### src/rtl/tl_pkg.sv
// rtl/tl_pkg.sv - shared widths, class field position and FSM state type for the transaction-layer referee
package tl_pkg;

   localparam int DATA_W  = 12;
   localparam int CLS_W   = 2;
   localparam int CLS_MSB = DATA_W - 1;
   localparam int CLS_LSB = DATA_W - CLS_W;
   localparam int NUM_DST = 2 ** CLS_W;
   localparam int LAT_W   = 3;

   typedef enum logic [2:0] {
      IDLE  = 3'd0,
      POP   = 3'd1,
      WAIT  = 3'd2,
      ROUTE = 3'd3,
      PUSH  = 3'd4
   } tl_state_t;

endpackage

### src/rtl/tl_class_dec.sv
// rtl/tl_class_dec.sv - registered one-hot decoder turning a class index into a destination push strobe
module tl_class_dec
   import tl_pkg::*;
(
   input  logic               clk,
   input  logic               reset,
   input  logic [CLS_W-1:0]   cls,
   input  logic               en,
   output logic [NUM_DST-1:0] onehot
);

   // One-hot strobe is registered so it lines up with the cycle after the decision; zero whenever en is low.
   always_ff @(posedge clk) begin
      if (!reset) begin
         onehot <= '0;
      end else if (en) begin
         onehot <= NUM_DST'(1) << cls;
      end else begin
         onehot <= '0;
      end
   end

endmodule

### src/rtl/tl_referee.sv
// rtl/tl_referee.sv - pops words from the ingress FIFO and pushes each to the per-class FIFO named by its class field
module tl_referee
   import tl_pkg::*;
#(
   parameter int RD_LATENCY = 2
)
(
   input  logic               clk,
   input  logic               reset,
   input  logic               enable,
   input  logic               src_empty,
   input  logic [DATA_W-1:0]  src_data,
   output logic               src_pop,
   input  logic [NUM_DST-1:0] dst_almost_full,
   output logic [NUM_DST-1:0] dst_push,
   output logic [DATA_W-1:0]  dst_data,
   output logic               busy,
   output logic [7:0]         stall_cnt,
   output logic [7:0]         word_cnt
);

   // Counter is preloaded so that it reaches zero exactly in the cycle the source data becomes valid.
   localparam logic [LAT_W-1:0] LAT_INIT = LAT_W'(RD_LATENCY - 1);

   tl_state_t         state;
   tl_state_t         state_next;
   logic [LAT_W-1:0]  lat_cnt;
   logic [DATA_W-1:0] hold;
   logic [CLS_W-1:0]  cls;
   logic              dst_blocked;
   logic              push_start;

   assign cls         = hold[CLS_MSB:CLS_LSB];
   assign dst_blocked = dst_almost_full[cls];
   assign src_pop     = (state == POP);
   assign busy        = (state != IDLE);

   // State register.
   always_ff @(posedge clk) begin
      if (!reset) begin
         state <= IDLE;
      end else begin
         state <= state_next;
      end
   end

   // Next-state decode; a new pop is only started from IDLE or straight out of PUSH.
   always_comb begin
      state_next = state;
      push_start = 1'b0;
      case (state)
         IDLE: begin
            if (enable && !src_empty) begin
               state_next = POP;
            end
         end
         POP: begin
            state_next = WAIT;
         end
         WAIT: begin
            if (lat_cnt == '0) begin
               state_next = ROUTE;
            end
         end
         ROUTE: begin
            if (!dst_blocked) begin
               state_next = PUSH;
               push_start = 1'b1;
            end
         end
         PUSH: begin
            state_next = (enable && !src_empty) ? POP : IDLE;
         end
         default: begin
            state_next = IDLE;
         end
      endcase
   end

   // Read-latency counter and hold register capturing the popped word when it becomes valid.
   always_ff @(posedge clk) begin
      if (!reset) begin
         lat_cnt <= '0;
         hold    <= '0;
      end else begin
         if (state == POP) begin
            lat_cnt <= LAT_INIT;
         end else if (state == WAIT && lat_cnt != '0) begin
            lat_cnt <= lat_cnt - LAT_W'(1);
         end
         if (state == WAIT && lat_cnt == '0) begin
            hold <= src_data;
         end
      end
   end

   // Output data bus is loaded on entry to PUSH and then held until the next push.
   always_ff @(posedge clk) begin
      if (!reset) begin
         dst_data <= '0;
      end else if (push_start) begin
         dst_data <= hold;
      end
   end

   // Statistics: stall cycles saturate, pushed words wrap.
   always_ff @(posedge clk) begin
      if (!reset) begin
         stall_cnt <= '0;
         word_cnt  <= '0;
      end else begin
         if (state == ROUTE && dst_blocked && stall_cnt != 8'hFF) begin
            stall_cnt <= stall_cnt + 8'd1;
         end
         if (state == PUSH) begin
            word_cnt <= word_cnt + 8'd1;
         end
      end
   end

   tl_class_dec u_class_dec (
      .clk    (clk),
      .reset  (reset),
      .cls    (cls),
      .en     (push_start),
      .onehot (dst_push)
   );

endmodule

### config.mk
export PLATFORM = sky130hd
export DESIGN_NAME = tl_referee
export DESIGN_NICKNAME = d
export VERILOG_FILES = /design/src/rtl/tl_pkg.sv /design/src/rtl/tl_class_dec.sv /design/src/rtl/tl_referee.sv
export SDC_FILE = /design/constraint.sdc
export NUM_CORES = 1
export LEC_CHECK = 0
export CAP_MARGIN = 30
export CORE_MARGIN = 3
export CORE_UTILIZATION = 60
export DETAILED_ROUTE_END_ITERATION = 12
export DONT_BUFFER_PORTS = 1
export HOLD_SLACK_MARGIN = 0.1
export PLACE_DENSITY = 0.75
export SLEW_MARGIN = 5
export SYNTH_ARGS = -nofsm -noshare
export SYNTH_HDL_FRONTEND = slang
export SYNTH_HIERARCHICAL = 1
export SYNTH_SLANG_ARGS = --single-unit
### constraint.sdc
create_clock -name clk -period 1.95 [get_ports clk]
set_input_delay 0.4875 -clock clk [delete_from_list [all_inputs] [get_ports clk]]
set_output_delay 0.4875 -clock clk [all_outputs]
set_load 0.1 [all_outputs]
* Yosys cells after proc, flatten, opt, wreduce, memory -nomap -nowiden
Index checks and enable logic that the tools add are counted.
Storage, ports and cells: flip-flop bits (word level) 50, bits of input ports 20, output and inout port bits 34, logic and storage cells 47
Cells by class: add/sub/neg operators 3, order comparisons 1, equality and inequality tests 8, shift-type cells 1, mux-type cells 11, bitwise gates (word level) 1, reductions and logical operators 14
Operators with widths (count):
- $add A8 B1 Y8 const B | 2
- $pmux W3 S5 | 1
- $mux W3 | 3
- $ne A8 B8 Y1 const B | 1
- $eq A3 B2 Y1 const B | 2
- $logic_not A3 Y1 | 2
- $mux W1 | 6
- $ne A2 B2 Y1 const B | 3
- $reduce_bool A3 Y1 | 2
- $logic_and A1 B1 Y1 | 5
- $shl A1 B2 Y4 const A | 1
- $eq A3 B1 Y1 const B | 1
- $eq A3 B3 Y1 const B | 1
- $lt A2 B3 Y1 const B | 1
- $reduce_and A3 Y1 | 1
- $sub A3 B1 Y3 const B | 1
- $bmux W1 S2 | 1
- $reduce_and A2 Y1 | 1
- $reduce_bool A2 Y1 | 1
- $reduce_or A2 Y1 | 1
- $logic_not A1 Y1 | 1
- $not A1 Y1 | 1

* Depth between registers and ports, before layout
Gate-level depths: netlist of the first run.
depth in word-level cells 5, depth in mapped cells 6, depth with buffers taken out 6

* Hierarchy
Netlist of the first run, hierarchy kept.
By module, submodules not included:
- tl_referee | instances 1, cells each 219, area each 2001.9 um^2, sequential area each 920.9 um^2
- tl_class_dec | instances 1, cells each 8, area each 125.1 um^2, sequential area each 80.1 um^2

* Least setup slack after synthesis of the first run
OpenSTA, ideal clock, no wires.
path type register -> register, start register stall_cnt[0], end register stall_cnt[0], setup time 0.115 ns, data arrival time 2.058 ns, required time 1.835 ns, slack -0.223 ns, stages on the path, launching flop included 7, buffers on the path 1, clock period less this slack 2.173 ns, cells stage by stage dfxtp_1 -> ha_1 -> nand4_1 -> o211ai_2 -> buf_6 -> xnor2_1 -> and2_1
On the way: longest elaborated chain between the ends 2, elaborated cells between the ends (all ways) 3, classes of those cells 1 x add/sub; 1 x eq/ne; 1 x reduce/logical
RTL lines:
- start, declared | line tl_referee.sv:18 | output logic [7:0] stall_cnt,
- start signal, assigned | line tl_referee.sv:113 | stall_cnt <= stall_cnt + 8'd1;
- parallel branches: the longest is 2 deep, another holds $add A8 B1 Y8
Several ways; the timed one is not identified. A chain may end at the register's enable or synchronous reset.

* Final worst setup path of the first run
start register state[1], end output port busy
On the way: longest elaborated chain between the ends 1
RTL lines:
- start, declared | line tl_referee.sv:25 | tl_state_t state;
- start signal, assigned | line tl_referee.sv:43 | state <= state_next;
- $reduce_bool A3 Y1 | line tl_referee.sv:36 | assign busy = (state != IDLE);
- end, declared | line tl_referee.sv:17 | output logic busy,
Every way passes these cells.

==> metrics.json, run 1 <==
{
  "yosys": {
    "postSynthAreaPerCell_um2": 9.37,
    "synth_nets": 251,
    "synth_top_area_cell": "sky130_fd_sc_hd__dfxtp_1",
    "synth_area_um2": 2130,
    "yosysUniqueCellTypes": 43,
    "synth_seq_cells": 50,
    "synthDominantCellAreaShare_pct": 47.1,
    "ys_async_sr_fraction_pct": 0,
    "synth_edf_count": 0,
    "sequential_fraction_of_the_synthesis_area_pct": 47.1,
    "syn_inst": 227,
    "synthesis.yosys.warnings": 6,
    "synth_top_cells_by_area": "sky130_fd_sc_hd__dfxtp_1 47%, sky130_fd_sc_hd__mux2i_1 6.1%, sky130_fd_sc_hd__nand2_1 4.9%",
    "synth_flop_cell": "sky130_fd_sc_hd__dfxtp_1"
  },
  "timing": {
    "timing_worst_slew_pin_value_ns": 0.464,
    "fmax_ghz": 0.556,
    "rsz0062_at_grt": "false",
    "setup_violations": 0,
    "whs_ns": 0.263,
    "finalHoldViolCount": 0,
    "maxSlewHeadroom_pct": 69.0,
    "period_needed_ns": 1.80,
    "drv_slew": 0,
    "setup_ws_ns": 0.150,
    "finalCritPeriodShare_pct": 92.3,
    "finClkSkew_ns": 0.0120,
    "fin_setup_tns_ns": 0
  },
  "power_and_ir_drop": {
    "power.switching_uw": 491,
    "power.switching_fraction_pct": 27.4,
    "power.ir.vdd_worst_mv": 0.540,
    "power_per_cell_area_nw_per_um2": 728,
    "cell_internal_pwr_mw": 1.30,
    "power_leakage_nw": 1.04,
    "totalPowerFinal_mw": 1.79,
    "portion_of_total_power_attributed_to_sequential_cells_pct": 61.0,
    "pwr-share-clk_pct": 23.5,
    "comb_power_share_pct": 15.5
  },
  "finish": {
    "finalNetCount": 284,
    "utilization_pct": 76.7,
    "share_of_final_layout_standard_cells_stronger_than_drive_strength_1_pct": 22.3,
    "syn2layout_area_growth_pct": 15.5,
    "insertedDiodeCount": 0
  },
  "die": {
    "std_cell_rows": 20,
    "io-pin-count": 54,
    "fp.dieH_um": 65.5,
    "placeableCoreArea_um2": 3200,
    "design.die.area_um2": 4300,
    "die_w_um": 65.5,
    "effective_utilization_at_floorplan_pct": 66.4
  },
  "cts": {
    "clock_insertion_delay_worst_skew_ns": 0.36,
    "numClockSinks": 50,
    "htreeDepth": 2,
    "clk_pin_slew_worst_paths_ns": 0.13,
    "clock-root-buffer": "sky130_fd_sc_hd__clkbuf_4",
    "cts_post_setup_buffers_inserted": 0,
    "cts_buffers": 5,
    "holdBufCountCts": 0,
    "cts_tree": "done",
    "cts-root-to-sink-buffers": 2
  },
  "drt": {
    "wire_per_inst_um": 13.9,
    "detail_route.wirelength_um": 4240,
    "first_iter_violations": 155,
    "antenna_violating_nets_post_route": 0,
    "routed_via_density": 5.50,
    "detailedRoute.firstPassIterationCount": 4,
    "vias": 1672,
    "route.detailed.drc": 0
  },
  "setup_path": {
    "timing.setup.critical_path_class": "flop to output pin",
    "timing.critical_path.from_type": "flop",
    "setup.reg_to_reg.worst_slack_ns": 0.15,
    "timing.critical_path.required_ns": 1.46,
    "critical_path.endpoint_type": "output pin",
    "cp_max_fo": 9,
    "critPathArrivalTime_ns": 1.31
  },
  "placed_design": {
    "port_buffer_cells": 0,
    "gpl.final_weighted_congestion": 0.747,
    "placed_wire_length_estimate_um": 3160,
    "pre_cts_ws_ns": 0.117
  },
  "worst_hold_path": {
    "hold_path.class": "primary input to flop"
  },
  "global_route": {
    "grt_first_pass_wirelength_um": 7480,
    "grt_antenna_before_repair": 0,
    "largest_net_degree_at_the_start_of_global_routing": 63,
    "residual_overflow_from_global_routing": 0,
    "gr-usage-all-layers_pct": 22.3,
    "first_global_vias": 1694
  },
  "run": {
    "drv_cap": 0
  },
  "outcome": {
    "status": "finished, final reports clean"
  }
}
==> power by group through the flow <==
stage / clock network [mW] / registers (mW) / logic, mW
after floorplan: 0 / 1.12 / 0.228
after global placement: 0 / 1.11 / 0.264
after detailed placement: 0 / 1.11 / 0.275
after CTS: 0.441 / 1.09 / 0.275
after global routing: 0.482 / 1.10 / 0.304
final: 0.421 / 1.09 / 0.277
==> cell type report <==
class	count	area, um^2
Multi-Input combinational cell	159	1040
Fill cell	248	746
Timing Repair Buffer	37	282
Clock buffer	7	45.0
Sequential cell	50	1010
Inverter	7	26.3
Tap cell	44	55.1
==> metrics by stage <==
| stage | cells | instance area [um^2] |
|---|---|---|
| after detailed placement | 297 | 2410 |
| after floorplan | 227 | 2130 |
| after global placement | 297 | 2410 |
| final | 304 | 2460 |
| after global routing | 304 | 2460 |
| after CTS | 304 | 2450 |
==> metal layers <==
layer	share of wire [%]	wire, um	vias up	track usage [%]
met5	0	0	-	0
met3	7.2	306	8	5.98
met4	1.8	75	0	11.1
met1	40	1710	771	26.0
li1	-	-	855	-
met2	51	2140	38	37.7
==> logic make-up after synthesis <==
logic type,after synthesis,share of synthesized area [%]
adders and majority gates,4,2.35
DFF,50,47.1
and+or+nand+nor,100,26.5
buffers and inverters,18,4.12
xor gates and xnor gates,8,3.29
muxes,14,7.18
AOI/OAI and AO/OA,33,9.47
==> final timing paths <==
| check | startpoint | to | depth (start not counted) |
|---|---|---|---|
| worst max-delay path | state[1] | busy | 3 |
| worst min-delay path | reset | word_cnt[2] | 1 |
| worst max register to register | hold[10] | dst_data[2] | 5 |
| worst min register to register | lat_cnt[1] | lat_cnt[1] | 2 |
==> state kept, by name (all words and copies together), names as in the netlist <==
register	count
state	3
dst_data	12
u_class_dec/onehot	4
stall_cnt	8
word_cnt	8
hold	12
lat_cnt	3
==> cell usage after synthesis (3+ instances only) <==
library cell,number
sky130_fd_sc_hd__o21ai_0,17
sky130_fd_sc_hd__dfxtp_1,50
sky130_fd_sc_hd__a21boi_0,3
sky130_fd_sc_hd__buf_4,3
sky130_fd_sc_hd__ha_1,4
sky130_fd_sc_hd__and2_1,6
sky130_fd_sc_hd__nand2_1,28
sky130_fd_sc_hd__a21oi_1,3
sky130_fd_sc_hd__nor2b_1,16
sky130_fd_sc_hd__clkbuf_1,6
sky130_fd_sc_hd__a21boi_1,3
sky130_fd_sc_hd__nand3_1,16
sky130_fd_sc_hd__mux2i_1,13
sky130_fd_sc_hd__xor2_1,3
sky130_fd_sc_hd__xnor2_1,5
sky130_fd_sc_hd__or3_1,4
sky130_fd_sc_hd__nor2_1,6
sky130_fd_sc_hd__inv_1,7
==> cell usage in the layout, fill, tap and decap left out, drive strengths merged, types with 3 or more instances in the layout <==
cell    Yosys  routed
ha          4       4
inv         7       7
xnor2       5       5
a21boi      6       6
nand3      16      16
dfxtp      50      50
a21oi       3       3
nand2      28      28
mux2i      13      13
o211ai      3       3
clkbuf      6       7
and2        6       6
buf         5      37
nor2        6       6
o21ai      17      17
xor2        3       3
or3         4       4
nor2b      16      16
==> worst max-delay path, cell delays in order, from the launching register on <==
cell and delay, ns:
sky130_fd_sc_hd__dfxtp_1 0.49, sky130_fd_sc_hd__nor2_1 0.10, sky130_fd_sc_hd__nand2_1 0.08, sky130_fd_sc_hd__buf_4 0.29
==> repair_timing <==
item                                    4_1_cts  5_1_grt
endpoints found under the setup margin        0        5
resized for setup                             0        3
hold endpoints to repair                      0        0
No activity file was read; power rests on OpenSTA's default activity.
==> inputs of run 2 (changes only) <==
- CAP_MARGIN: 30 -> default
==> results of run 2 <==
Same layout as run 1: the final DEF is identical, and so are final timing and power.
==> inputs of run 3 (changes only) <==
- CORE_UTILIZATION: 60 -> 50
- PLACE_DENSITY: 0.75 -> 0.64
==> metrics.json, run 3 (synthesis gave the netlist of run 1 again) <==
{
  "global_route": {
    "largest_net_degree_at_the_start_of_global_routing": {"value": 63, "change": "unchanged"},
    "residual_overflow_from_global_routing": {"value": 0, "change": "unchanged"},
    "grt_antenna_before_repair": {"value": 0, "change": "unchanged"},
    "gr-usage-all-layers": {"value": 17.9, "unit": "%", "change": "was 22.3%"},
    "first_global_vias": {"value": 1565, "change": "was 1694"},
    "grt_first_pass_wirelength": {"value": 7220, "unit": "um", "change": "was 7480 um"}
  },
  "setup_path": {
    "critical_path.top_delay_family": {"value": "flip-flops", "change": "unchanged"},
    "cp_slowest_cell": {"value": "sky130_fd_sc_hd__dfxtp_1", "change": "unchanged"},
    "critPathArrivalTime": {"value": 1.30, "unit": "ns", "change": "was 1.31 ns"},
    "critical_path_cell_by_cell": {"value": "nand3b_1 > inv_1 > buf_4", "change": "was nor2_1 > nand2_1 > buf_4"},
    "critPathMaxStageDelay": {"value": 0.45, "unit": "ns", "change": "was 0.49 ns"},
    "crit-reg2reg-launch": {"value": "hold[10]", "change": "unchanged"},
    "timing.setup.critical_path_class": {"value": "flop to output pin", "change": "unchanged"},
    "timing.critical_path.from_type": {"value": "flop", "change": "unchanged"},
    "cp_max_fo": {"value": 8, "change": "was 9"},
    "timing.critical_path.required": {"value": 1.46, "unit": "ns", "change": "about the same"},
    "cp_num_buf_inv": {"value": 2, "change": "was 1"},
    "critical_path.endpoint_type": {"value": "output pin", "change": "unchanged"},
    "critical_path_startpoint": {"value": "state[0]", "change": "was state[1]"}
  },
  "timing": {
    "timing_worst_slew_pin_value": {"value": 0.536, "unit": "ns", "change": "was 0.464 ns"},
    "setup_violations": {"value": 0, "change": "unchanged"},
    "maxSlewHeadroom": {"value": 64.2, "unit": "%", "change": "was 69.0%"},
    "fmax": {"value": 0.558, "unit": "GHz", "change": "was 0.556 GHz"},
    "rsz0062_at_grt": {"value": "false", "change": "unchanged"},
    "fin_setup_tns": {"value": 0, "unit": "ns", "change": "unchanged"},
    "drv_slew": {"value": 0, "change": "unchanged"},
    "period_needed": {"value": 1.79, "unit": "ns", "change": "was 1.80 ns"},
    "finalHoldViolCount": {"value": 0, "change": "unchanged"},
    "whs": {"value": 0.334, "unit": "ns", "change": "was 0.263 ns"},
    "finClkSkew": {"value": 0.00332, "unit": "ns", "change": "was 0.0120 ns"},
    "finalCritPeriodShare": {"value": 91.9, "unit": "%", "change": "was 92.3%"}
  },
  "die": {
    "fp.dieH": {"value": 71.2, "unit": "um", "change": "was 65.5 um"},
    "std_cell_rows": {"value": 23, "change": "was 20"},
    "die_w": {"value": 71.2, "unit": "um", "change": "was 65.5 um"},
    "placeableCoreArea": {"value": 4060, "unit": "um^2", "change": "was 3200 um^2"},
    "io-pin-count": {"value": 54, "change": "unchanged"},
    "design.die.area": {"value": 5070, "unit": "um^2", "change": "was 4300 um^2"},
    "effective_utilization_at_floorplan": {"value": 52.4, "unit": "%", "change": "was 66.4%"}
  },
  "drt": {
    "antenna_violating_nets_post_route": {"value": 0, "change": "unchanged"},
    "routed_via_density": {"value": 5.45, "change": "was 5.50"},
    "first_iter_violations": {"value": 73, "change": "was 155"},
    "wire_per_inst": {"value": 14.2, "unit": "um", "change": "was 13.9 um"},
    "detail_route.wirelength": {"value": 4400, "unit": "um", "change": "was 4240 um"},
    "route.detailed.drc": {"value": 0, "change": "unchanged"},
    "detailedRoute.firstPassIterationCount": {"value": 4, "change": "unchanged"},
    "vias": {"value": 1685, "change": "was 1672"}
  },
  "placed_design": {
    "placed_wire_length_estimate": {"value": 3210, "unit": "um", "change": "was 3160 um"},
    "postPlaceCellArea": {"value": 2420, "unit": "um^2", "change": "was 2410 um^2"},
    "gpl.final_weighted_congestion": {"value": 0.724, "change": "was 0.747"},
    "port_buffer_cells": {"value": 0, "change": "unchanged"}
  },
  "outcome": {
    "status": {"value": "finished, final reports clean", "change": "unchanged"}
  },
  "finish": {
    "finalNetCount": {"value": 283, "change": "was 284"},
    "insertedDiodeCount": {"value": 0, "change": "unchanged"},
    "mostFrequentLayoutCell": {"value": "sky130_fd_sc_hd__dfxtp_1", "change": "unchanged"},
    "share_of_final_layout_standard_cells_stronger_than_drive_strength_1": {"value": 22.0, "unit": "%", "change": "was 22.3%"},
    "nFillCells": {"value": 341, "change": "was 248"},
    "largestRegisters": {"value": "dst_data: 12 flops, hold: 12 flops", "change": "unchanged"},
    "syn2layout_area_growth": {"value": 17.4, "unit": "%", "change": "was 15.5%"},
    "utilization": {"value": 61.5, "unit": "%", "change": "was 76.7%"},
    "final_design_area_no_fill": {"value": 2500, "unit": "um^2", "change": "was 2460 um^2"},
    "final_cell_mix": {"value": "44 x sky130_fd_sc_hd__dfxtp_1, 35 x sky130_fd_sc_hd__buf_4, 28 x sky130_fd_sc_hd__nand2_1", "change": "was 43 x sky130_fd_sc_hd__dfxtp_1, 36 x sky130_fd_sc_hd__buf_4, 28 x sky130_fd_sc_hd__nand2_1"}
  },
  "worst_hold_path": {
    "hold_path.class": {"value": "primary input to flop", "change": "unchanged"},
    "hold_path_startpoint": {"value": "reset", "change": "unchanged"}
  },
  "cts": {
    "numClockSinks": {"value": 50, "change": "unchanged"},
    "clk_pin_slew_worst_paths": {"value": 0.08, "unit": "ns", "change": "was 0.13 ns"},
    "clock_insertion_delay_worst_skew": {"value": 0.29, "unit": "ns", "change": "was 0.36 ns"},
    "cts-root-to-sink-buffers": {"value": 2, "change": "unchanged"},
    "cts_post_setup_buffers_inserted": {"value": 0, "change": "unchanged"},
    "cts_resized": {"value": 0, "change": "unchanged"},
    "cts_tree": {"value": "done", "change": "unchanged"},
    "cts_buffers": {"value": 5, "change": "unchanged"},
    "htreeDepth": {"value": 2, "change": "unchanged"},
    "holdBufCountCts": {"value": 0, "change": "unchanged"},
    "clock-root-buffer": {"value": "sky130_fd_sc_hd__clkbuf_8", "change": "was sky130_fd_sc_hd__clkbuf_4"}
  },
  "power_and_ir_drop": {
    "power_leakage": {"value": 1.05, "unit": "nW", "change": "was 1.04 nW"},
    "power_per_cell_area": {"value": 766, "unit": "nW/um^2", "change": "was 728 nW/um^2"},
    "power.ir.vdd_worst": {"value": 0.447, "unit": "mV", "change": "was 0.540 mV"},
    "totalPowerFinal": {"value": 1.91, "unit": "mW", "change": "was 1.79 mW"}
  },
  "run": {
    "drv_cap": {"value": 0, "change": "unchanged"}
  }
}
-- run 3: cell types whose count changed in the layout (fill, tap and decap cells not counted), moves of 2 or more --
cell | before | now
sky130_fd_sc_hd__clkinv_2 | 0 | 2
sky130_fd_sc_hd__clkbuf_8 | 0 | 5
sky130_fd_sc_hd__clkbuf_1 | 2 | 0
sky130_fd_sc_hd__clkbuf_4 | 5 | 0
-- run 3: layer usage --
| metal | GRT usage, % | vias to the layer above | wire (um) |
|---|---|---|---|
| li1 | - | 844 | - |
| met1 | 22.1 | 791 | 1830 |
| met2 | 28.8 | 44 | 2170 |
| met3 | 6.59 | 6 | 345 |
| met4 | 6.26 | 0 | 54 |
| met5 | 0 | - | 0 |
-- run 3: layout make-up --
type,instances,area [um^2],share of cell area [%]
Timing Repair Buffer,36,283,11.3
Clock buffer,5,68.8,2.76
Clock inverter,2,10.0,0.401
Multi-Input combinational cell,159,1040,41.6
Sequential cell,50,1010,40.4
Tap cell,50,62.6,2.51
Inverter,7,26.3,1.05
-- run 3: through the flow --
step / cells / setup WS [ns]
floorplan: 227 / 0.00477
finish: 309 / 0.159
detailed placement: 302 / 0.217
CTS: 309 / 0.142
global placement: 302 / 0.239
global route: 309 / 0.0629
-- run 3: power by group --
| part | total [mW] | switching [mW] | internal (mW) |
|---|---|---|---|
| clock network | 0.548 | 0.307 | 0.241 |
| logic | 0.276 | 0.175 | 0.101 |
| registers | 1.09 | 0.0319 | 1.06 |
-- run 3: path summary, 6_finish.rpt --
| check | end | cells past startpoint | slack, ns |
|---|---|---|---|
| max reg2reg | u_class_dec/onehot[2] | 4 | 0.21 |
| min reg2reg | dst_data[7] | 2 | 0.47 |
| max | src_pop | 3 | 0.16 |
| min | hold[8] | 1 | 0.33 |
